--- src/rtl/vga_axil_pkg.sv ---
// Shared AXI-Lite types and register map for the VGA controller register block.
package vga_axil_pkg;

    localparam int AXIL_ADDR_W = 32;
    localparam int AXIL_DATA_W = 32;

    typedef logic [AXIL_ADDR_W-1:0] axil_addr_t;
    typedef logic [AXIL_DATA_W-1:0] axil_data_t;
    typedef logic [1:0]             axil_resp_t;

    typedef enum logic [1:0] {
        OKAY   = 2'b00,
        EXOKAY = 2'b01,
        SLVERR = 2'b10,
        DECERR = 2'b11
    } axil_resp_e;

    localparam axil_addr_t CTRL_OFFS      = 32'h0000_0000;
    localparam axil_addr_t BG_COLOR_OFFS  = 32'h0000_0004;
    localparam axil_addr_t FRAME_CNT_OFFS = 32'h0000_0008;
    localparam axil_addr_t ID_OFFS        = 32'h0000_000C;

    // Word slots as seen by the decoder (byte lane bits are ignored).
    localparam logic [1:0] CTRL_SLOT      = CTRL_OFFS[3:2];
    localparam logic [1:0] BG_COLOR_SLOT  = BG_COLOR_OFFS[3:2];
    localparam logic [1:0] FRAME_CNT_SLOT = FRAME_CNT_OFFS[3:2];
    localparam logic [1:0] ID_SLOT        = ID_OFFS[3:2];

    typedef struct packed {
        logic test_pat;
        logic vga_en;
    } ctrl_reg_t;

    function automatic logic addr_mapped(input axil_addr_t addr);
        return addr[AXIL_ADDR_W-1:4] == '0;
    endfunction

    function automatic logic [1:0] addr_slot(input axil_addr_t addr);
        return addr[3:2];
    endfunction

endpackage

--- src/rtl/vga_axil_regs.sv ---
// AXI-Lite register block for the VGA controller: CTRL, BG_COLOR, FRAME_CNT and ID registers.
// Address ready rises together with the response valid, so each transfer closes in a single handshake.
module vga_axil_regs
    import vga_axil_pkg::*;
#(
    parameter logic [31:0] ID_VALUE = 32'h5647_4101,
    parameter int          COLOR_W  = 12
) (
    input  logic               clk,
    input  logic               arst_n,
    input  logic [31:0]        axil_araddr,
    input  logic               axil_arvalid,
    output logic               axil_arready,
    output logic [31:0]        axil_rdata,
    output logic [1:0]         axil_rresp,
    output logic               axil_rvalid,
    input  logic               axil_rready,
    input  logic [31:0]        axil_awaddr,
    input  logic               axil_awvalid,
    output logic               axil_awready,
    input  logic [31:0]        axil_wdata,
    input  logic [3:0]         axil_wstrb,
    input  logic               axil_wvalid,
    output logic               axil_wready,
    output logic [1:0]         axil_bresp,
    output logic               axil_bvalid,
    input  logic               axil_bready,
    input  logic               frame_done_i,
    output logic               vga_en_o,
    output logic               test_pat_o,
    output logic [COLOR_W-1:0] bg_color_o
);

    typedef enum logic { R_IDLE, R_RESP } rd_state_e;
    typedef enum logic { W_IDLE, W_RESP } wr_state_e;

    rd_state_e          rd_state;
    wr_state_e          wr_state;
    ctrl_reg_t          ctrl;
    logic [COLOR_W-1:0] bg_color;
    axil_data_t         frame_cnt;

    axil_data_t         rd_word;
    axil_resp_t         rd_resp;
    logic [1:0]         wr_slot;
    logic               wr_ok;
    logic               unused_bits;

    // Read data is captured from the live registers on the cycle the address is accepted.
    always_comb begin
        rd_word = '0;
        rd_resp = OKAY;
        if (!addr_mapped(axil_araddr)) begin
            rd_resp = SLVERR;
        end else begin
            case (addr_slot(axil_araddr))
                CTRL_SLOT:      rd_word[1:0] = ctrl;
                BG_COLOR_SLOT:  rd_word[COLOR_W-1:0] = bg_color;
                FRAME_CNT_SLOT: rd_word = frame_cnt;
                default:        rd_word = ID_VALUE;
            endcase
        end
    end

    assign wr_slot = addr_slot(axil_awaddr);
    assign wr_ok   = addr_mapped(axil_awaddr) && (wr_slot == CTRL_SLOT || wr_slot == BG_COLOR_SLOT);

    always_ff @(posedge clk or negedge arst_n) begin
        if (!arst_n) begin
            rd_state     <= R_IDLE;
            axil_arready <= 1'b0;
            axil_rvalid  <= 1'b0;
            axil_rdata   <= '0;
            axil_rresp   <= '0;
        end else begin
            case (rd_state)
                R_IDLE: begin
                    if (axil_arvalid) begin
                        rd_state     <= R_RESP;
                        axil_arready <= 1'b1;
                        axil_rvalid  <= 1'b1;
                        axil_rdata   <= rd_word;
                        axil_rresp   <= rd_resp;
                    end
                end
                R_RESP: begin
                    if (axil_rready) begin
                        rd_state     <= R_IDLE;
                        axil_arready <= 1'b0;
                        axil_rvalid  <= 1'b0;
                    end
                end
            endcase
        end
    end

    // Registers commit only on the accept edge, so a held response never writes twice.
    always_ff @(posedge clk or negedge arst_n) begin
        if (!arst_n) begin
            wr_state     <= W_IDLE;
            axil_awready <= 1'b0;
            axil_wready  <= 1'b0;
            axil_bvalid  <= 1'b0;
            axil_bresp   <= '0;
            ctrl         <= '0;
            bg_color     <= '0;
        end else begin
            case (wr_state)
                W_IDLE: begin
                    if (axil_awvalid && axil_wvalid) begin
                        wr_state     <= W_RESP;
                        axil_awready <= 1'b1;
                        axil_wready  <= 1'b1;
                        axil_bvalid  <= 1'b1;
                        axil_bresp   <= wr_ok ? OKAY : SLVERR;
                        if (wr_ok && wr_slot == CTRL_SLOT) begin
                            ctrl <= ctrl_reg_t'(axil_wdata[1:0]);
                        end
                        if (wr_ok && wr_slot == BG_COLOR_SLOT) begin
                            bg_color <= axil_wdata[COLOR_W-1:0];
                        end
                    end
                end
                W_RESP: begin
                    if (axil_bready) begin
                        wr_state     <= W_IDLE;
                        axil_awready <= 1'b0;
                        axil_wready  <= 1'b0;
                        axil_bvalid  <= 1'b0;
                    end
                end
            endcase
        end
    end

    always_ff @(posedge clk or negedge arst_n) begin
        if (!arst_n) begin
            frame_cnt <= '0;
        end else if (frame_done_i) begin
            frame_cnt <= frame_cnt + 32'd1;
        end
    end

    assign vga_en_o   = ctrl.vga_en;
    assign test_pat_o = ctrl.test_pat;
    assign bg_color_o = bg_color;

    // Partial-word writes are not supported; byte strobes must be all ones.
    a_wstrb_full: assert property (@(posedge clk) disable iff (!arst_n)
        axil_wvalid |-> (axil_wstrb == 4'hF));

    assign unused_bits = ^{axil_wstrb, axil_wdata[31:COLOR_W]};

endmodule
--- config.mk ---
export PLATFORM = sky130hd
export DESIGN_NAME = vga_axil_regs
export DESIGN_NICKNAME = d
export VERILOG_FILES = /design/src/rtl/vga_axil_pkg.sv /design/src/rtl/vga_axil_regs.sv
export SDC_FILE = /design/constraint.sdc
export NUM_CORES = 1
export LEC_CHECK = 0
export CORE_MARGIN = 2
export CORE_UTILIZATION = 39
export DETAILED_ROUTE_END_ITERATION = 6
export PLACE_DENSITY = 0.79
export RECOVER_POWER = 100
export SYNTH_ARGS = -nofsm -noshare
export SYNTH_HDL_FRONTEND = slang
export SYNTH_SLANG_ARGS = --single-unit
--- constraint.sdc ---
create_clock -name clk -period 2.7 [get_ports clk]
set_clock_uncertainty 0.15 [all_clocks]
set_input_delay 0.27 -clock clk [delete_from_list [all_inputs] [get_ports clk]]
set_output_delay 0.27 -clock clk [all_outputs]
set_load 0.05 [all_outputs]
Yosys cells after proc, flatten, opt, wreduce, memory -nomap -nowiden. Cells that the tools add are included.

Bitwise logic cells: 2. Reductions and logical operators: 16. Add/sub/neg operators: 1. Multiplexer cells: 18. Eq/ne operators: 7.

Operator list (count): $logic_not A28 Y1 (2); $pmux W20 S2 (1); $add A32 B1 Y32 const B (1); $mux W32 (1); $pmux W10 S3 (1); $mux W1 (8); $ne A2 B2 Y1 const B (4); $pmux W1 S2 (4); $reduce_and A2 Y1 (4); $pmux W2 S3 (1); $reduce_and A3 Y1 (2); $eq A2 B1 Y1 const B (2); $logic_and A1 B1 Y1 (4); $logic_not A2 Y1 (2); $mux W2 (2); $eq A2 B2 Y1 const B (1); $not A1 Y1 (2); $reduce_or A2 Y1 (1); $logic_or A1 B1 Y1 (1).

Register bits: 86. Logic and storage cells: 55. Input bits: 108.

Depth between registers and ports, before layout.
Depth after elaboration: 5. Gate-level depth with buffers: 6. Mapped depth without buffers: 4.

Worst setup path after synthesis. OpenSTA, ideal clock, no wires.

Path kind: in2reg. From: input port axil_awaddr[7]. To: register bg_color[10], in the netlist bg_color_o[10]. Setup slack: 901 ps. Data required time: 2425 ps. Setup time: 125 ps. Arrival time: 1524 ps. Cell stages on the path: 5. Cells stage by stage: nor4_2 > nand4_2 > nor4_4 > buf_8 > mux2_4.

Word-level cells in the longest chain between the ends: 4.

RTL lines: start, declared (RTL line vga_axil_regs.sv:18) `input logic [31:0] axil_awaddr,`; $logic_not A28 Y1 (RTL line vga_axil_pkg.sv:35) `return addr[AXIL_ADDR_W-1:4] == '0;`; $logic_and A1 B1 Y1 (RTL line vga_axil_regs.sv:66) `assign wr_ok = addr_mapped(axil_awaddr) && (wr_slot == CTRL_SLOT || wr_slot == BG_COLOR_SLOT);`; $logic_and A1 B1 Y1 (RTL line vga_axil_regs.sv:119) `if (wr_ok && wr_slot == BG_COLOR_SLOT) begin`; $reduce_and A3 Y1 (no line); end signal, assigned (RTL line vga_axil_regs.sv:120) `bg_color <= axil_wdata[COLOR_W-1:0];`; end, declared (RTL line vga_axil_regs.sv:40) `logic [COLOR_W-1:0] bg_color;`.

No other way between the ends. A chain may end at the register's enable or synchronous reset.

==> results.md <==
| Item | Reported |
|:---|:---|
| Total power of the final layout | 2740 uW |
| Detail-routed net length per standard cell | 15.2 um |
| DR pass1 iterations | 4 |
| Fraction of final layout cells sized beyond drive strength 1 | 9.07% |
| Pin count of the biggest net entering global routing | 46 |
| GR Overflow Total | 0 |
| Slack of the worst reg-to-reg path | 0.64 ns |
| Starting density of the core | 39.8% |
| Worst VDD drop | 0.000241 V |
| Drt total wl | 9.05 mm |
| Number of nets with antenna violations after routing | 0 |
| Number of global-route vias before repair | 3,213 |
| Dominant synthesized flop cell | sky130_fd_sc_hd__dfrtp_1 |
| Initial antenna violation count | 0 |
| Post-synth EDFFs | 0 |
| Remaining design rule violation count | 0 |
| Kind of launch point of the worst setup path | input pin |
| Number of nets in the finished design | 567 |
| Startpoint-to-endpoint class of the critical path | in2reg |
| Count of fill cells added during filler insertion | 837 |
| Setup violation total in the final timing report | 0 |
| R2r startpoint | frame_cnt[2]$_DFFE_PN0P_ |
| Worst setup EP type | flop |
| Area growth, synth to finish | 41.4% |
| RD Place Congestion | 0.786 |
| Top achievable clock speed | 448 MHz |
| Average vias per placed instance | 5.07 |
| Logic depth of the worst register-to-register path | 5 |
| Max-cap violations | 0 |
| Arrival time of the worst setup path | 2.35 ns |
| Number of placed I/O pins | 163 |
| Most frequent cell after synthesis | sky130_fd_sc_hd__dfrtp_1 |
| Core area | 9680 um2 |
| TritonCTS Buffers | 9 |
| Global-route wire length before repair | 14.9 mm |
| Die extent in y | 103 um |
| Total via count after detailed routing | 3,020 |
| Clk_lat worst skew | 0.35 ns |
| Post-CTS Hold Fix Bufs | 1 |
| Flops & latches, synth | 84 |
| Area of the die | 10,700 um2 |
| Number of port buffers | 132 |
| Leading cell types by total area after synthesis | sky130_fd_sc_hd__dfrtp_1 55%, sky130_fd_sc_hd__mux2_4 3.9%, sky130_fd_sc_hd__xnor2_1 3.6% |
| H-tree depth reported by CTS | 3 |
| Static leakage | 0.00257 uW |
| Period utilization | 82.6% |
| Critical hold path startpoint | wr_state$_DFF_PN0_ |
| Share of synthesized area occupied by flip-flops and latches | 54.5% |
| Max FO, Critical Path | 11 |
| Clock root buffer master | sky130_fd_sc_hd__clkbuf_8 |
| Total routing resource utilization after global routing | 17.9% |
| Ys Warns | 0 |
| Post-CTS sizing | 0 |
| Number of antenna diodes | 0 |
| Required time at the worst-slack endpoint | 2.82 ns |
| Max-slew violation count | 0 |
| Reg clk slew, reported paths | 0.08 ns |
| Die width | 103 um |
| Normalized max-slew margin | 23.9% |
| Origin of the worst setup path | frame_done_i |
| Kind of path behind the tightest hold check | reg2reg |
| Worst setup path end | frame_cnt[26]$_DFFE_PN0P_ |
| Setup repair after global routing missed its margin | no |
| Final Hold Vio Count | 0 |
| Biggest area consumer among synthesized cells | sky130_fd_sc_hd__dfrtp_1 |
| Maximum number of buffers from clock root to sink | 2 |
| Half-perimeter wire length after detailed placement | 6.78 mm |
| Post-CTS setup buffers | 0 |
| TritonCTS clock tree | yes |
| Sink count of the clock tree | 84 |
| Post-Syn Instances | 323 |
| Library cells used by synthesis | 41 |
| Synth top cells by count | 84 x sky130_fd_sc_hd__dfrtp_1, 24 x sky130_fd_sc_hd__nand2_1, 24 x sky130_fd_sc_hd__nor2_1 |
| Post-synth top area share | 54.5% |
| Average size of a mapped cell | 11.9 um2 |
| Terminus of the critical flop-to-flop path | frame_cnt[26]$_DFFE_PN0P_ |
| Result of the run | finished clean |
| Cell area after technology mapping | 3860 um2 |
| Worst-Margin Slew | 1.14 ns |
| Pwr Density | 502 nW/um2 |
| FFs w/ async S/R, synth | 100% |
| Cell row count | 36 |
| Total negative setup slack | 0 ns |
| Hold depth | 1 |
| Number of violations reported at the end of detailed-routing iteration 0 | 94 |
| Clock period minus worst slack | 2.23 ns |
-- layer usage --
metal	GRT usage [%]	wire [um]	vias up
li1	-	-	1427
met1	21.5	3680	1481
met2	31.1	4580	94
met3	4.64	603	18
met4	6.48	187	0
met5	0	0	-
-- placed cells by master, fill, tap and decap left out, drive strengths merged, types with 2 or more instances in the layout --
| master | instances |
|---|---|
| bufinv | 2 |
| or3 | 2 |
| clkdlybuf4s50 | 75 |
| mux2 | 15 |
| clkbuf | 15 |
| and4 | 3 |
| dlygate4sd3 | 57 |
| a21oi | 2 |
| nor4 | 20 |
| nor2b | 11 |
| a22o | 12 |
| clkinv | 2 |
| xnor2 | 16 |
| conb | 2 |
| xor2 | 15 |
| dfrtp | 84 |
| o21ai | 12 |
| nand4 | 15 |
| nor3 | 7 |
| a221o | 9 |
| buf | 4 |
| o22ai | 3 |
| nor2 | 24 |
| nand2 | 24 |
| and3 | 5 |
| inv | 8 |
| nand3 | 10 |
-- flip-flops by register name (all words and copies together), names as in the netlist --
| signal | count |
|---|---|
| axil_bresp | 1 |
| axil_bvalid | 1 |
| axil_rdata | 32 |
| axil_rresp | 1 |
| axil_rvalid | 1 |
| bg_color_o | 12 |
| frame_cnt | 32 |
| rd_state | 1 |
| test_pat_o | 1 |
| vga_en_o | 1 |
| wr_state | 1 |
-- how the worst min path moves through the flow --
stage	end	slack, ns
after global placement	axil_rdata[30]$_DFFE_PN0P_	0.16
final	axil_bvalid$_DFFE_PN0P_	0.32
after floorplan	axil_bresp[1]$_DFFE_PN0P_	-0.18
after global routing	axil_bvalid$_DFFE_PN0P_	0.35
after detailed placement	axil_rdata[28]$_DFFE_PN0P_	0.16
after CTS	axil_rdata[28]$_DFFE_PN0P_	0.32
-- cell families (layout without fill, tap and decap cells) --
family | after synthesis | in the layout | synth area share (%)
XOR/XNOR | 31 | 31 | 7.04
AND/OR/NAND/NOR | 126 | 126 | 21.2
other | 1 | 2 | 0.0972
adder cells (fa/ha/maj) | 1 | 1 | 0.324
flip-flops | 84 | 84 | 54.5
buffers and inverters | 24 | 163 | 3.44
AO/OA/AOI/OAI | 40 | 40 | 7.75
multiplexers | 16 | 16 | 5.61
-- critical path, cell delays in order --
cell and delay [ns]:
sky130_fd_sc_hd__dlygate4sd3_1 0.68, sky130_fd_sc_hd__and4_1 0.33, sky130_fd_sc_hd__nand4_1 0.11, sky130_fd_sc_hd__clkbuf_1 0.28, sky130_fd_sc_hd__nor4_1 0.50, sky130_fd_sc_hd__xor2_1 0.18
-- final cells by class --
cell class              count  area [um2]  share of cell area (%)
clock buffers              12         135                    2.48
clock inverters             4        73.8                    1.35
inverters                   8        30.0                   0.551
multi-input cells         216        1560                    28.5
flip-flops and latches     84        2100                    38.5
well taps                 133         166                    3.05
repair buffers            139        1390                    25.5
-- through the flow --
step	cell area [um2]	instances	setup slack (ns)	hold WS [ns]	util (%)
2_1_floorplan	3860	324	0.901	-0.176	-
3_3_place_gp	5320	579	0.333	0.157	54.9
3_5_place_dp	5320	579	0.262	0.163	54.9
4_1_cts	5540	596	0.639	0.321	57.2
5_1_grt	5450	596	0.307	0.350	56.3
6_report	5450	596	0.469	0.320	56.3
-- power breakdown --
| part | internal [uW] | switching (uW) | total [uW] |
|---|---|---|---|
| Clock | 523 | 433 | 956 |
| Sequential | 1310 | 76.0 | 1390 |
| Combinational | 189 | 202 | 391 |
| Total | 2020 | 711 | 2740 |
Note: power is estimated with default switching activity, not from simulation.
==> edit 1 (same settings) <==
Set the parameter `COLOR_W` to 6 (it was 12).
--- a/src/rtl/vga_axil_regs.sv
+++ b/src/rtl/vga_axil_regs.sv
@@ -4,7 +4,7 @@
     import vga_axil_pkg::*;
 #(
     parameter logic [31:0] ID_VALUE = 32'h5647_4101,
-    parameter int          COLOR_W  = 12
+    parameter int          COLOR_W  = 6
 ) (
     input  logic               clk,
     input  logic               arst_n,
Ports: changed (resized bg_color_o); port bits go from 163 to 157. The function was not compared with the original's and may differ.
==> edit 1 against the original RTL <==
  * Routed wire length down 2.7%
  * Power down 2.1%
  * Worst setup slack worse by 0.20 ns
  * Final area down 8.7%
  * Sequential cell count down 6
  * Via count down 6.0%
  * Synthesized area down 9.8%
  * Sequential share of layout area up 0.64 points
  * Critical path type unchanged
==> edit 1: results (changes against the original RTL) <==
- Max Cap Viol: 0 (unchanged)
- First-pass GRT wire length: 15200 um (+2.1%)
- Post-cts resize count: 0 (unchanged)
- Hold-fix buffers at CTS: 1 (unchanged)
- PortBufs: 120 (-9.1%)
- Status: complete, no violations
- Crit-path max FO: 6 (-5)
- Crit Reg-Reg Startpoint: wr_state$_DFF_PN0_
- Largest net degree at the start of global routing: 79 (+72%)
- Share of synthesized flip-flops with an asynchronous set or reset: 1.00 (unchanged)
- Min-Delay Path Class: flop to flop
- Post-DP HPWL: 6600 um (-2.7%)
- DRC: 0 (unchanged)
- Initial DRC count: 214 (+130%)
- Clock Latency Late Sink: 0.35 ns (about the same)
- Critical path class: input port to flop
- Initial antenna violation count: 0 (unchanged)
- Vias in the first global route: 3008 (-6.4%)
- Worst-margin pin slew: 1.42 ns (+0.279 ns)
- CP startpoint: axil_awaddr[3]
- Worst VDD drop: 0.000275 V (+14%)
- N_diodes: 0 (unchanged)
- Sequential fraction of the synthesis area: 0.561 (+0.0163)
- LEAKAGE: 2.26 nW (-12%)
- Top_reg_cell synth: dfrtp_1
- Share of cells above drive strength 1: 0.0771 (-0.0136)
- Ys Warns: 0 (unchanged)
- Final nets: 537 (-5.3%)
- Num CTS Buffers: 9 (unchanged)
- Initial DRT Pass Iterations: 4 (unchanged)
- Post-CTS Setup Bufs: 0 (unchanged)
- Total length of routed wires: 8810 um (-2.7%)
- GRT Util Overall: 0.195 (+0.0160)
- Total number of vias: 2839 (-6.0%)
- Reg clk slew, reported paths: 0.08 ns (about the same)
- Worst R2R Setup Slack: 0.57 ns (-0.07 ns)
- Most frequent cells after synthesis: dfrtp_1, xnor2_1, nand2_1, a22o_1, nand4_1
- Worst-case clock buffer depth: 2 (unchanged)
- H-tree levels: 3 (unchanged)
- Top cells by area, synth: dfrtp_1, xnor2_1, a22o_1
- R2r endpoint: bg_color_o[1]$_DFFE_PN0P_
- Root Buffer: clkbuf_8
- Number of fill cells: 740 (-12%)
- Endpoints failing hold: 0 (unchanged)
- Number of distinct library cells after synthesis: 38 (-7.3%)
- Reg2Reg Depth: 4 (-1)
- GP Congestion: 0.863 (+9.9%)
- Critical Path AT: 2.52 ns (+0.17 ns)
[edit 1: cell count changes after synthesis, moves of 5 or more]
cell / before / now
ha_1: 1 / 6
o21ai_0: 3 / 12
nand4_1: 12 / 19
nor4_1: 6 / 12
dfrtp_1: 84 / 78
xnor2_1: 16 / 26
a221o_1: 9 / 0
xor2_1: 15 / 5
nor2b_1: 11 / 1
o21ai_1: 9 / 0
nor2_1: 24 / 10
a21oi_1: 2 / 11
nor4_2: 10 / 4
a22o_1: 12 / 21
[edit 1: worst max-delay path, cell delays in order]
cell and delay [ns]:
dlygate4sd3_1 0.55, nor4_1 0.36, nand4_1 0.21, or4_1 0.75
mux2_4 0.37
[edit 1: worst min path at each step]
stage                                       endpoint                        from  depth (start not counted)  slack [ns]
final                     axil_rdata[22]$_DFFE_PN0P_  axil_rdata[22]$_DFFE_PN0P_                          2        0.33
after global routing         axil_bvalid$_DFFE_PN0P_                 axil_bready                          2        0.36
after CTS                    axil_bvalid$_DFFE_PN0P_                 axil_bready                          2        0.34
after detailed placement     axil_bvalid$_DFFE_PN0P_          wr_state$_DFF_PN0_                          1        0.32
after global placement       axil_bvalid$_DFFE_PN0P_          wr_state$_DFF_PN0_                          1        0.30
after floorplan            axil_bresp[1]$_DFFE_PN0P_                      arst_n                          0       -0.18
[edit 1: area by class of cell]
class                      count  share of cell area
clock buffer                   9              0.0249
tap                          108              0.0271
inverter                       8             0.00603
timing repair buffer         127               0.249
clock inverter                 7              0.0196
sequential                    78               0.392
multi-input combinational    199               0.282
[edit 1: through the flow]
stage,setup slack (ns),hold WS (ns),std cells,instance area [um2],utilization
after global placement,0.305,0.301,519,4770,0.550
after global routing,0.254,0.356,536,4980,0.574
after detailed placement,0.235,0.322,519,4770,0.550
after CTS,0.606,0.337,536,5010,0.577
final,0.270,0.332,536,4980,0.574
after floorplan,0.808,-0.176,300,3480,-
[edit 1: per-layer routing]
layer	vias up	share of wire	global-route usage
met5	-	0	0
met4	0	0.027	0.0664
met3	19	0.054	0.0716
met2	88	0.50	0.314
met1	1393	0.42	0.245
li1	1339	-	-
[edit 1: power by group]
group	switching, mW	leakage [nW]	internal [mW]	total, mW
Sequential	0.0872	1.06	1.23	1.32
Combinational	0.202	1.10	0.192	0.395
Clock	0.444	0.106	0.523	0.967
Total	0.733	2.26	1.94	2.68
[edit 1: kinds of logic after synthesis]
| logic type | count (synthesis) | synth area share |
|---|---|---|
| XOR/XNOR | 31 | 0.0781 |
| adder cells (fa/ha/maj) | 6 | 0.0216 |
| AND/OR/NAND/NOR | 97 | 0.158 |
| AO/OA/AOI/OAI | 54 | 0.112 |
| buffers and inverters | 23 | 0.0331 |
| flip-flops | 78 | 0.561 |
| multiplexers | 9 | 0.0356 |
| other | 1 | 0.00108 |
==> edit 2 (config.mk and constraints unchanged) <==
Made on the original files. Make the reset (`arst_n`) synchronous in 3 clocked blocks.
--- a/src/rtl/vga_axil_regs.sv
+++ b/src/rtl/vga_axil_regs.sv
@@ -65,7 +65,7 @@
     assign wr_slot = addr_slot(axil_awaddr);
     assign wr_ok   = addr_mapped(axil_awaddr) && (wr_slot == CTRL_SLOT || wr_slot == BG_COLOR_SLOT);
 
-    always_ff @(posedge clk or negedge arst_n) begin
+    always_ff @(posedge clk) begin
         if (!arst_n) begin
             rd_state     <= R_IDLE;
             axil_arready <= 1'b0;
@@ -95,7 +95,7 @@
     end
 
     // Registers commit only on the accept edge, so a held response never writes twice.
-    always_ff @(posedge clk or negedge arst_n) begin
+    always_ff @(posedge clk) begin
         if (!arst_n) begin
             wr_state     <= W_IDLE;
             axil_awready <= 1'b0;
@@ -133,7 +133,7 @@
         end
     end
 
-    always_ff @(posedge clk or negedge arst_n) begin
+    always_ff @(posedge clk) begin
         if (!arst_n) begin
             frame_cnt <= '0;
         end else if (frame_done_i) begin
Check against the original RTL: differs if arst_n is asserted again (counterexample within 4 cycles, from zero or initial values and one cycle with arst_n low); with arst_n held inactive, the same outputs for 10 cycles.
==> edit 2 against the original RTL <==
  * First-iteration DRC count is 48% higher
  * Clock power up 9%
  * Worst setup slack got worse by 0.086 ns
  * Final area down 2.7%
  * Register-to-register slack worse by 0.14 ns
  * Synthesized area decreased by 3.0%
  * Via count rose by 17%
  * Non-clock buffer count is 2 higher
  * Highest routed layer unchanged
  * Routed wire length increased by 13%
  * Global-route usage up 2.0 points
  * Power shrank 6.5%
  * Sequential cell count did not move
==> edit 2: results (changes against the original RTL) <==
- GP Congestion: 0.769 (-2.1%)
- Reg clk slew, reported paths: 0.08 ns (about the same)
- Initial DRC count: 139 (+48%)
- Total length of routed wires: 10300 um (+13%)
- Compound-Gate Fraction of Synth Area: 0.203 (+0.126)
- Worst-case clock buffer depth: 2 (unchanged)
- Initial antenna violation count: 0 (unchanged)
- LEAKAGE: 2.02 nW (-21%)
- WHS Path Cells: 1 (unchanged)
- Status: complete, no violations
- Slew HR: 0.123 (-0.116)
- GRT Util Overall: 0.199 (+0.0197)
- Share of synthesized flip-flops with an asynchronous set or reset: 0 (-1.00)
- PortBufs: 132 (unchanged)
- Worst VDD drop: 0.000249 V (+3.0%)
- Post-synthesis mux area share: 0.0455 (-0.0106)
- Post-Syn Area per Cell: 9.42 um2 (-21%)
- H-tree levels: 3 (unchanged)
- Final nets: 625 (+10%)
- Met2 Track Usage GR: 0.353 (+0.0426)
- N_diodes: 0 (unchanged)
- Max stage delay on crit path: 0.95 ns (+0.27 ns)
- Post-route cell area: 0.00531 mm2 (-2.7%)
- Top cells by area, synth: dfxtp_1, a22o_1, mux2i_1
- R2r endpoint: frame_cnt[24]$_SDFFE_PN0P_
- Worst R2R Setup Slack: 0.50 ns (-0.14 ns)
- Crit-path leading delay family: buffers and inverters
- Worst Hold End: axil_rdata[27]$_SDFFE_PN0P_
- Initial DRT Pass Iterations: 4 (unchanged)
- Clock Latency Late Sink: 0.34 ns
- Via density: 5.42 (+7.0%)
- Crit Reg-Reg Startpoint: frame_cnt[1]$_SDFFE_PN0P_
- Critical Path AT: 2.41 ns (+0.06 ns)
- Reg2Reg Depth: 5 (unchanged)
- Met3 GRT Util: 0.0718 (+0.0254)
- Synth Area in XOR/XNOR: 0.0258 (-0.0446)
- Dpl cell area: 0.00512 mm2 (-3.6%)
- CP startpoint: arst_n
- Vias in the first global route: 3500 (+8.9%)
- GR met1 Demand/Resource: 0.219 (+0.00343)
- CP max-delay cell: clkbuf_1
- Crit-path max FO: 32 (+21)
- HP Start: axil_rdata[27]$_SDFFE_PN0P_
- Mapped Area: 0.00374 mm2 (-3.0%)
- Root Buffer: clkbuf_8
- Largest net degree at the start of global routing: 49 (+6.5%)
- Post-Synth Adder-Cell Area: 0.00335 (+0.000102)
- Num CTS Buffers: 9 (unchanged)
- Post-cts resize count: 0 (unchanged)
- Share of cells above drive strength 1: 0.0537 (-0.0370)
- Most frequent cells after synthesis: dfxtp_1, nand2_1, a22o_1, nor2_1, mux2i_1
- Total number of vias: 3524 (+17%)
- Number of distinct library cells after synthesis: 42 (+2.4%)
- First-pass GRT wire length: 16100 um (+8.6%)
- Post-DP HPWL: 7520 um (+11%)
- Sequential fraction of the synthesis area: 0.450 (-0.0953)
==> edit 2: changes by cell type after synthesis, moves of 10 or more <==
cell / unedited run / this run
a21oi_1: 2 / 14
a22o_1: 12 / 30
a32o_1: 0 / 11
clkbuf_1: 4 / 15
dfrtp_1: 84 / 0
dfxtp_1: 0 / 84
mux2_4: 10 / 0
mux2i_1: 1 / 17
nand2_1: 24 / 42
o21a_1: 0 / 11
xnor2_1: 16 / 3
==> edit 2: layout make-up <==
cell class	instances	area [um2]
clock buffer	13	169
clock inverter	3	67.6
fill	861	3980
inverter	8	30.0
multi-input combinational	272	1820
sequential	84	1680
tap	129	161
timing repair buffer	141	1380
==> edit 2: metrics by stage <==
step | setup WS [ns] | hold WS, ns
CTS | 0.589 | 0.312
global placement | 0.364 | 0.302
detailed placement | 0.264 | 0.306
finish | 0.383 | 0.316
global route | 0.273 | 0.307
floorplan | 0.931 | 0.262
==> edit 2: worst register-to-register path, delay by kind of cell (launching register included) <==
family,cells,cell delay [ns]
simple gates,2,0.66
compound gates,2,0.64
flops,1,0.41
fa+ha+maj,1,0.20
==> edit 2: cell families after synthesis <==
| family | Yosys count |
|---|---|
| other | 1 |
| and+or+nand+nor | 143 |
| muxes | 17 |
| buffers and inverters | 42 |
| DFF | 84 |
| AOI/OAI and AO/OA | 98 |
| adders and majority gates | 1 |
| xor gates and xnor gates | 11 |
==> edit 2: worst max path at each step <==
stage | slack (ns) | depth (start not counted) | to
after floorplan | 0.93 | 6 | frame_cnt[22]$_SDFFE_PN0P_
after global placement | 0.36 | 5 | frame_cnt[21]$_SDFFE_PN0P_
after detailed placement | 0.26 | 5 | frame_cnt[24]$_SDFFE_PN0P_
after CTS | 0.59 | 5 | frame_cnt[24]$_SDFFE_PN0P_
after global routing | 0.27 | 6 | axil_rdata[3]$_SDFFE_PN0P_
final | 0.38 | 6 | axil_rdata[6]$_SDFFE_PN0P_
==> edit 2: where the power goes <==
part           total [mW]  switching [mW]  leakage (nW)  internal [mW]
logic               0.266           0.126          1.23          0.140
registers            1.26         0.00889         0.678           1.25
clock network        1.04           0.437         0.116          0.598
total                2.56           0.572          2.02           1.98
==> edit 2: routing by layer <==
| metal | vias up | part of all wire |
|---|---|---|
| met2 | 153 | 0.47 |
| met1 | 1650 | 0.41 |
| met4 | 0 | 0.015 |
| met5 | - | 0 |
| li1 | 1709 | - |
| met3 | 12 | 0.10 |
